**src/rtl/sh_mem_banked_if.sv**
```systemverilog
// Flattened per-port request/response bundle between the cores and the banked shared memory.
interface sh_mem_banked_if #(
  parameter int unsigned NUM_PORTS = 4,
  parameter int unsigned DATA_W    = 8,
  parameter int unsigned ADDR_W    = 8
);
  logic [2*NUM_PORTS-1:0]      enable_arb;
  logic [ADDR_W*NUM_PORTS-1:0] addr_arb;
  logic [DATA_W*NUM_PORTS-1:0] wr_data_arb;
  logic [DATA_W*NUM_PORTS-1:0] rd_data_arb;
  logic [NUM_PORTS-1:0]        ready_arb;

  modport master (
    output enable_arb, addr_arb, wr_data_arb,
    input  rd_data_arb, ready_arb
  );

  modport slave (
    input  enable_arb, addr_arb, wr_data_arb,
    output rd_data_arb, ready_arb
  );
endinterface

```
**src/rtl/sh_mem_banked.sv**
```systemverilog
// Multi-bank shared memory: per-bank round-robin arbitration over NUM_PORTS cores,
// read-before-write single-port banks, registered one-cycle ready pulse per port.
module sh_mem_banked #(
  parameter int unsigned NUM_PORTS = 4,
  parameter int unsigned DATA_W    = 8,
  parameter int unsigned ADDR_W    = 8,
  parameter int unsigned BANK_BITS = 2
) (
  input logic            clk,
  input logic            reset,
  sh_mem_banked_if.slave bus
);

  localparam int unsigned NUM_BANKS = 1 << BANK_BITS;
  localparam int unsigned BSEL_W    = (BANK_BITS > 0) ? BANK_BITS : 1;
  localparam int unsigned ROW_W     = ADDR_W - BANK_BITS;
  localparam int unsigned DEPTH     = 1 << ROW_W;
  localparam int unsigned PTR_W     = (NUM_PORTS > 1) ? $clog2(NUM_PORTS) : 1;

  logic [DATA_W-1:0] mem [NUM_BANKS][DEPTH];

  logic [PTR_W-1:0]  ptr_q     [NUM_BANKS];
  logic [PTR_W-1:0]  ptr_d     [NUM_BANKS];
  logic [NUM_PORTS-1:0] mask_q, mask_d;
  logic [NUM_PORTS-1:0] ready_q, ready_d;
  logic [DATA_W-1:0] rd_data_q [NUM_PORTS];
  logic [DATA_W-1:0] rd_data_d [NUM_PORTS];

  logic [1:0]        en   [NUM_PORTS];
  logic [ADDR_W-1:0] addr [NUM_PORTS];
  logic [DATA_W-1:0] wdat [NUM_PORTS];
  logic [BSEL_W-1:0] bsel [NUM_PORTS];
  logic [ROW_W-1:0]  row  [NUM_PORTS];
  logic [NUM_PORTS-1:0] elig;
  logic [NUM_PORTS-1:0] gnt;

  logic              bank_we   [NUM_BANKS];
  logic [ROW_W-1:0]  bank_row  [NUM_BANKS];
  logic [DATA_W-1:0] bank_wdat [NUM_BANKS];

  // Unpack per-port request fields; a port just granted is masked for one cycle.
  always_comb begin
    elig = '0;
    for (int unsigned p = 0; p < NUM_PORTS; p++) begin
      en[p]   = bus.enable_arb[2*p +: 2];
      addr[p] = bus.addr_arb[ADDR_W*p +: ADDR_W];
      wdat[p] = bus.wr_data_arb[DATA_W*p +: DATA_W];
      bsel[p] = BSEL_W'(addr[p] & ADDR_W'(NUM_BANKS - 1));
      row[p]  = ROW_W'(addr[p] >> BANK_BITS);
      elig[p] = ((en[p] == 2'b01) || (en[p] == 2'b10)) && !mask_q[p];
    end
  end

  // Per-bank cyclic search from the pointer; winner drives the bank access.
  always_comb begin
    logic        found;
    int unsigned win;
    int unsigned idx;
    gnt   = '0;
    ptr_d = ptr_q;
    for (int unsigned p = 0; p < NUM_PORTS; p++) rd_data_d[p] = rd_data_q[p];
    for (int unsigned b = 0; b < NUM_BANKS; b++) begin
      bank_we[b]   = 1'b0;
      bank_row[b]  = '0;
      bank_wdat[b] = '0;
      found = 1'b0;
      win   = 0;
      for (int unsigned k = 0; k < NUM_PORTS; k++) begin
        idx = 32'(ptr_q[b]) + k;
        if (idx >= NUM_PORTS) idx = idx - NUM_PORTS;
        if (!found && elig[idx] && (32'(bsel[idx]) == b)) begin
          found = 1'b1;
          win   = idx;
        end
      end
      if (found) begin
        gnt[win]       = 1'b1;
        ptr_d[b]       = (win == NUM_PORTS - 1) ? '0 : PTR_W'(win + 1);
        bank_we[b]     = (en[win] == 2'b10);
        bank_row[b]    = row[win];
        bank_wdat[b]   = wdat[win];
        rd_data_d[win] = mem[b][row[win]];
      end
    end
  end

  assign ready_d = gnt;
  assign mask_d  = gnt;

  // Array contents survive reset.
  always_ff @(posedge clk) begin
    for (int unsigned b = 0; b < NUM_BANKS; b++) begin
      if (bank_we[b]) mem[b][bank_row[b]] <= bank_wdat[b];
    end
  end

  always_ff @(posedge clk or posedge reset) begin
    if (reset) begin
      ready_q <= '0;
      mask_q  <= '0;
      for (int unsigned p = 0; p < NUM_PORTS; p++) rd_data_q[p] <= '0;
      for (int unsigned b = 0; b < NUM_BANKS; b++) ptr_q[b] <= '0;
    end else begin
      ready_q <= ready_d;
      mask_q  <= mask_d;
      for (int unsigned p = 0; p < NUM_PORTS; p++) rd_data_q[p] <= rd_data_d[p];
      for (int unsigned b = 0; b < NUM_BANKS; b++) ptr_q[b] <= ptr_d[b];
    end
  end

  always_comb begin
    for (int unsigned p = 0; p < NUM_PORTS; p++) begin
      bus.rd_data_arb[DATA_W*p +: DATA_W] = rd_data_q[p];
    end
  end

  assign bus.ready_arb = ready_q;

endmodule
```
**src/flat_wrapper.sv**
```systemverilog
// flat-port wrapper written by rule: the top's interface ports become plain ports
module sh_mem_banked_flat 
#(
  parameter int unsigned NUM_PORTS = 4,
  parameter int unsigned DATA_W    = 8,
  parameter int unsigned ADDR_W    = 8,
  parameter int unsigned BANK_BITS = 2
)
  (clk, reset, bus_enable_arb, bus_addr_arb, bus_wr_data_arb, bus_rd_data_arb, bus_ready_arb);
  sh_mem_banked_if #(.NUM_PORTS(NUM_PORTS), .DATA_W(DATA_W), .ADDR_W(ADDR_W)) bus_i ();
  input logic clk;
  input logic reset;
  input wire logic [$bits(bus_i.enable_arb)-1:0] bus_enable_arb;
  input wire logic [$bits(bus_i.addr_arb)-1:0] bus_addr_arb;
  input wire logic [$bits(bus_i.wr_data_arb)-1:0] bus_wr_data_arb;
  output wire logic [$bits(bus_i.rd_data_arb)-1:0] bus_rd_data_arb;
  output wire logic [$bits(bus_i.ready_arb)-1:0] bus_ready_arb;
  assign bus_i.enable_arb = bus_enable_arb;
  assign bus_i.addr_arb = bus_addr_arb;
  assign bus_i.wr_data_arb = bus_wr_data_arb;
  assign bus_rd_data_arb = bus_i.rd_data_arb;
  assign bus_ready_arb = bus_i.ready_arb;
  sh_mem_banked #(.NUM_PORTS(NUM_PORTS), .DATA_W(DATA_W), .ADDR_W(ADDR_W), .BANK_BITS(BANK_BITS)) u_core (.clk(clk), .reset(reset), .bus(bus_i));
endmodule
```
**config.mk**
```make
export PLATFORM = sky130hd
export DESIGN_NAME = sh_mem_banked_flat
export DESIGN_NICKNAME = d
export VERILOG_FILES = /design/src/rtl/sh_mem_banked_if.sv /design/src/rtl/sh_mem_banked.sv /design/src/flat_wrapper.sv
export SDC_FILE = /design/constraint.sdc
export NUM_CORES = 2
export LEC_CHECK = 0
export ABC_CLOCK_PERIOD_IN_PS = 8200
export BUFFER_PORTS_ARGS = -buffer_cell sky130_fd_sc_hd__buf_4
export CAP_MARGIN = 20
export CORE_MARGIN = 4
export CORE_UTILIZATION = 60
export DETAILED_ROUTE_END_ITERATION = 7
export PLACE_DENSITY = 0.78
export SKIP_CTS_REPAIR_TIMING = 1
export SYNTH_ARGS = -nofsm -noshare
export SYNTH_HDL_FRONTEND = slang
export SYNTH_SLANG_ARGS = --single-unit
```
**constraint.sdc**
```tcl
create_clock -name clk -period 8.2 [get_ports clk]
set_input_delay 1.64 -clock clk [delete_from_list [all_inputs] [get_ports clk]]
set_output_delay 1.64 -clock clk [all_outputs]
set_load 0.02 [all_outputs]
```
* Yosys cells after proc, flatten, opt, wreduce, memory -nomap -nowiden
Memories as Yosys holds them, arrays and structs flattened.
Index checks and enable logic that the tools add are counted.
** Word-level totals
- Register bits :: 44
- Bits in writable memories :: 2048
- Input port bits :: 74
- Output and inout bits :: 36
- Memories :: 1
** Cells by class
- Add/sub/neg operators :: 32
- Magnitude comparators :: 76
- Eq/ne operators :: 28
- Multiplexer cells :: 236
- Bitwise operators :: 31
- Reductions and logical operators :: 68
** Memory list
- u_core.mem :: words 4, width 512, rd ports 4, clocked after memory_dff 0, wr ports 4, line sh_mem_banked.sv:20 : logic [DATA_W-1:0] mem [NUM_BANKS][DEPTH];
** Operators with widths (count)
- $mux 512 :: 4
- $mux 32 :: 36
- $ge 33x3->1 const B :: 20
- $not 32->33 :: 20
- $lt 32x3->1 const B :: 20
- $ge 32x3->1 const B :: 12
- $sub 32x3->32 const B :: 12
- $mux 8 :: 28
- $bmux 8 s6 :: 4
- $demux 8 s6 :: 4
- $lt 33x1->1 const B :: 4
- $bwmux 32 :: 4
- $eq 32x2->1 const B :: 4
- $ge 32x1->1 const B :: 4
- $mux 2 :: 44
- $bmux 2 s2 :: 20
- $mux 6 :: 12
- $bmux 8 s2 :: 4
- $demux 8 s2 :: 4
- $ge 7x7->1 const B :: 8
- $not 6->7 :: 8
- $bmux 6 s2 :: 4
- $logic_and 1x1->1 :: 44
- $mux 1 :: 44
- 15 further kinds :: 103

* Logic depth before layout (Yosys ltp)
- Depth after elaboration :: 37
- Depth in mapped cells :: 22
- Mapped depth without buffers :: 16

* Least setup slack after synthesis
No wires, ideal clock.
- Path kind :: input to register
- From :: input bus_enable_arb[6]
- To :: memory u_core.mem[2][0] (netlist name) (data pin)
- Arrival time :: 6342 ps
- Setup slack :: 1137 ps
- Cell stages on the path :: 10
- Path through :: xor2_1 and3_1 clkbuf_1 o2111ai_1 o2111ai_1 nor2_1 buf_2 buf_1 mux2i_1 a211oi_1
** RTL lines
- from (decl) :: line flat_wrapper.sv:13 : input wire logic [$bits(bus_i.enable_arb)-1:0] bus_enable_arb;
- to (decl) :: line sh_mem_banked.sv:20

==> metrics.cfg <==
[critical_path]
arrival_ps=8060
cp_common_cell=buf_4
max_stage_delay_ps=780
critical_path_class=in -> reg
cp.required_ps=8910
cp_num_buf_inv=5
path_max_fanout=32
crit_path_start_kind=input pin
slowest_stage=a2111oi_0
crit_chain=buf_4 -> xnor2_1 -> buf_4 -> or3_1 -> a221oi_1 -> nor3_4 -> buf_4 -> mux2i_1 -> mux2i_4 -> buf_4 -> mux4_2 -> nand3_1 -> nand2_1 -> a2111oi_0 -> nand4_1 -> buf_4 -> nor2b_1 -> or4_1
cpLargestDelayFamily=simple AND/OR/NAND/NOR gates
worstSetupEndpointType=flop

[synth]
ys_ff_latch=2092
synth_fp_nets=6467
synth_flop_cell=edfxtp_1
yosys-top-cells-area=edfxtp_1, mux2i_1, nand2_1
netlist_area_um2=88800
synth.most_common_cell=edfxtp_1
synth_seq_area_share=0.705
synth_edf_count=2048
yosys_warnings=0
synthesis.instances=6357
synth_top_cell_area_share=0.692
yosys.area.top_type=edfxtp_1
synth.distinct_cells=92
syn-mean-instance-area_um2=14.0
async_flop_share=0.0210
synth_common_cells=edfxtp_1, nand2_1, mux2i_1

[finish]
nets=6636
area_growth_pct=12.2
drive_gt1_frac=0.129
postLayoutCellArea_um2=99700
fillers=9610
stdcell_count=8618

[floorplan]
chipWidth_um=393
io_pins=110
rows=140
start_util=0.606
die_height_um=393
core_area_um2=146000
dieArea_um2=154000

[place]
postPlaceCellArea_um2=92800
dp.cells=8232
io_buffers=109
hpwlAfterDp_mm=161
place_congestion=1.00

[clock_tree]
cts-root-buf=clkbuf_16
cts_buffers=201
tritoncts=yes
cts.sinks=2092
cts.clk_slew.worst_paths_ps=60
h-tree-depth=4
clk_path_buf_depth=3
clock_latency_ps=850

[grt]
grt_overflow=0
grt_pass1_vias=56500
grt_max_degree=120
grt_pass1_wl_mm=369
antenna_found_initial=16
grt_usage=0.323

[route]
avgRoutedWirePerCell_um=29.0
antenna_left=0
remaining_drc_errors=0
via_count=58900
first_iter_violations=8776
vias_per_cell=6.84
wirelength_mm=250
dr.pass1.iters=8

[sta]
setup_viol=0
rsz0062_at_grt=false
totalNegativeSetupSlack_ps=0
slew_headroom=0.155
fin_crit_ps=7350
hold_viol_final=0
finalCritPeriodShare=0.897
tightest_slew_ps=1260
skew_ps=47.9
timing.fmax_mhz=136
timing.final.max_slew_violations=0

[worst_hold_path]
min_path_type=reg -> reg

[pwr]
ir_drop_v=0.000284
p_leak_uw=0.0340
cellPowerDensity_nw_per_um2=414

[run_status]
status=completed

[run]
maxCapViolations=0

-- flip-flops by register name, indices dropped and copies added (netlist names) --
| signal | flops |
|---|---|
| u_core.bus.rd_data_arb | 32 |
| u_core.mem | 2048 |
| u_core.mask_q | 4 |
| u_core.ptr_q | 8 |
-- metrics by stage --
stage / setup WS (ps) / util / hold slack [ps] / power (µW)
finish: 847 / 0.681 / 645 / 41200
global route: 647 / 0.680 / 661 / 42700
CTS: 1200 / 0.680 / 646 / 40700
detailed placement: 476 / 0.634 / 636 / 31300
global placement: 292 / 0.634 / 621 / 30900
floorplan: 1140 / - / 607 / 24700
-- kinds of logic after synthesis --
family | Yosys count | share of synthesized area
xor+xnor | 8 | 0.000789
fa+ha+maj | 36 | 0.00507
buf+inv | 419 | 0.0205
simple gates | 2311 | 0.123
mux | 506 | 0.0677
flops | 2092 | 0.705
compound gates | 985 | 0.0785
-- routing by layer --
| metal | global-route usage | part of all wire |
|---|---|---|
| met5 | 0.00319 | 0.00063 |
| met1 | 0.455 | 0.37 |
| met2 | 0.469 | 0.44 |
| met3 | 0.111 | 0.15 |
| met4 | 0.120 | 0.041 |
-- layout by cell type, fill, tap and decap left out, types with 26 or more instances in the layout --
master / n
edfxtp_1: 2048
nand2_1: 944
mux2i_1: 398
nor2_1: 353
buf_4: 326
nand3_1: 324
and3_1: 305
clkbuf_16: 204
a211oi_1: 176
a21oi_1: 161
o21ai_0: 136
a2111oi_0: 86
nor4_1: 74
mux4_2: 72
nand4_1: 67
o2111ai_1: 57
a31oi_1: 56
o22ai_1: 55
o211ai_1: 47
clkinv_1: 44
dfrtp_1: 44
nand2b_1: 42
clkbuf_1: 40
clkinv_2: 38
ha_1: 36
a311oi_1: 29
or2_2: 28
bufinv_16: 27
mux2_2: 26
-- report_power, final --
| part | total [µW] | switching (µW) | internal [µW] |
|---|---|---|---|
| Sequential | 13900 | 343 | 13600 |
| Combinational | 17900 | 12500 | 5350 |
| Clock | 9430 | 4000 | 5420 |
-- final cells by class --
cell class | count | area [µm²] | area share
sequential | 2092 | 62600 | 0.628
multi-input combinational | 3846 | 24900 | 0.250
clock buffer | 244 | 5260 | 0.0527
timing repair buffer | 353 | 2960 | 0.0297
tap | 1917 | 2400 | 0.0241
clock inverter | 129 | 1440 | 0.0144
inverter | 32 | 120 | 0.00121
antenna | 5 | 12.5 | 0.000126
-- path summary, 6_finish.rpt --
path,startpoint,end,slack (ps),cells past startpoint
worst min register to register,u_core.bus.rd_data_arb[25],u_core.bus.rd_data_arb[25],640,2
worst max register to register,u_core.ptr_q[0],u_core.bus.rd_data_arb[7],1100,17
worst max-delay path,bus_enable_arb[2],u_core.bus.rd_data_arb[7],850,18
worst min-delay path,u_core.bus.rd_data_arb[25],u_core.bus.rd_data_arb[25],640,2
max in group asynchronous,reset,u_core.ptr_q[0],6950,3
min in group asynchronous,reset,u_core.bus.rd_data_arb[9],720,2
-- worst reg2reg max path: stages (launching register included) --
cell,delay (ps)
dfrtp_1,650
inv_1,230
ha_1,500
a2111o_1,490
a221oi_1,550
nor3_4,220
buf_4,310
mux2i_1,230
mux2i_4,650
buf_4,380
mux4_2,360
nand3_1,120
nand2_1,70
a2111oi_0,780
nand4_1,490
buf_4,300
nor2b_1,120
or4_1,540
No activity file was read; power rests on OpenSTA's default activity.
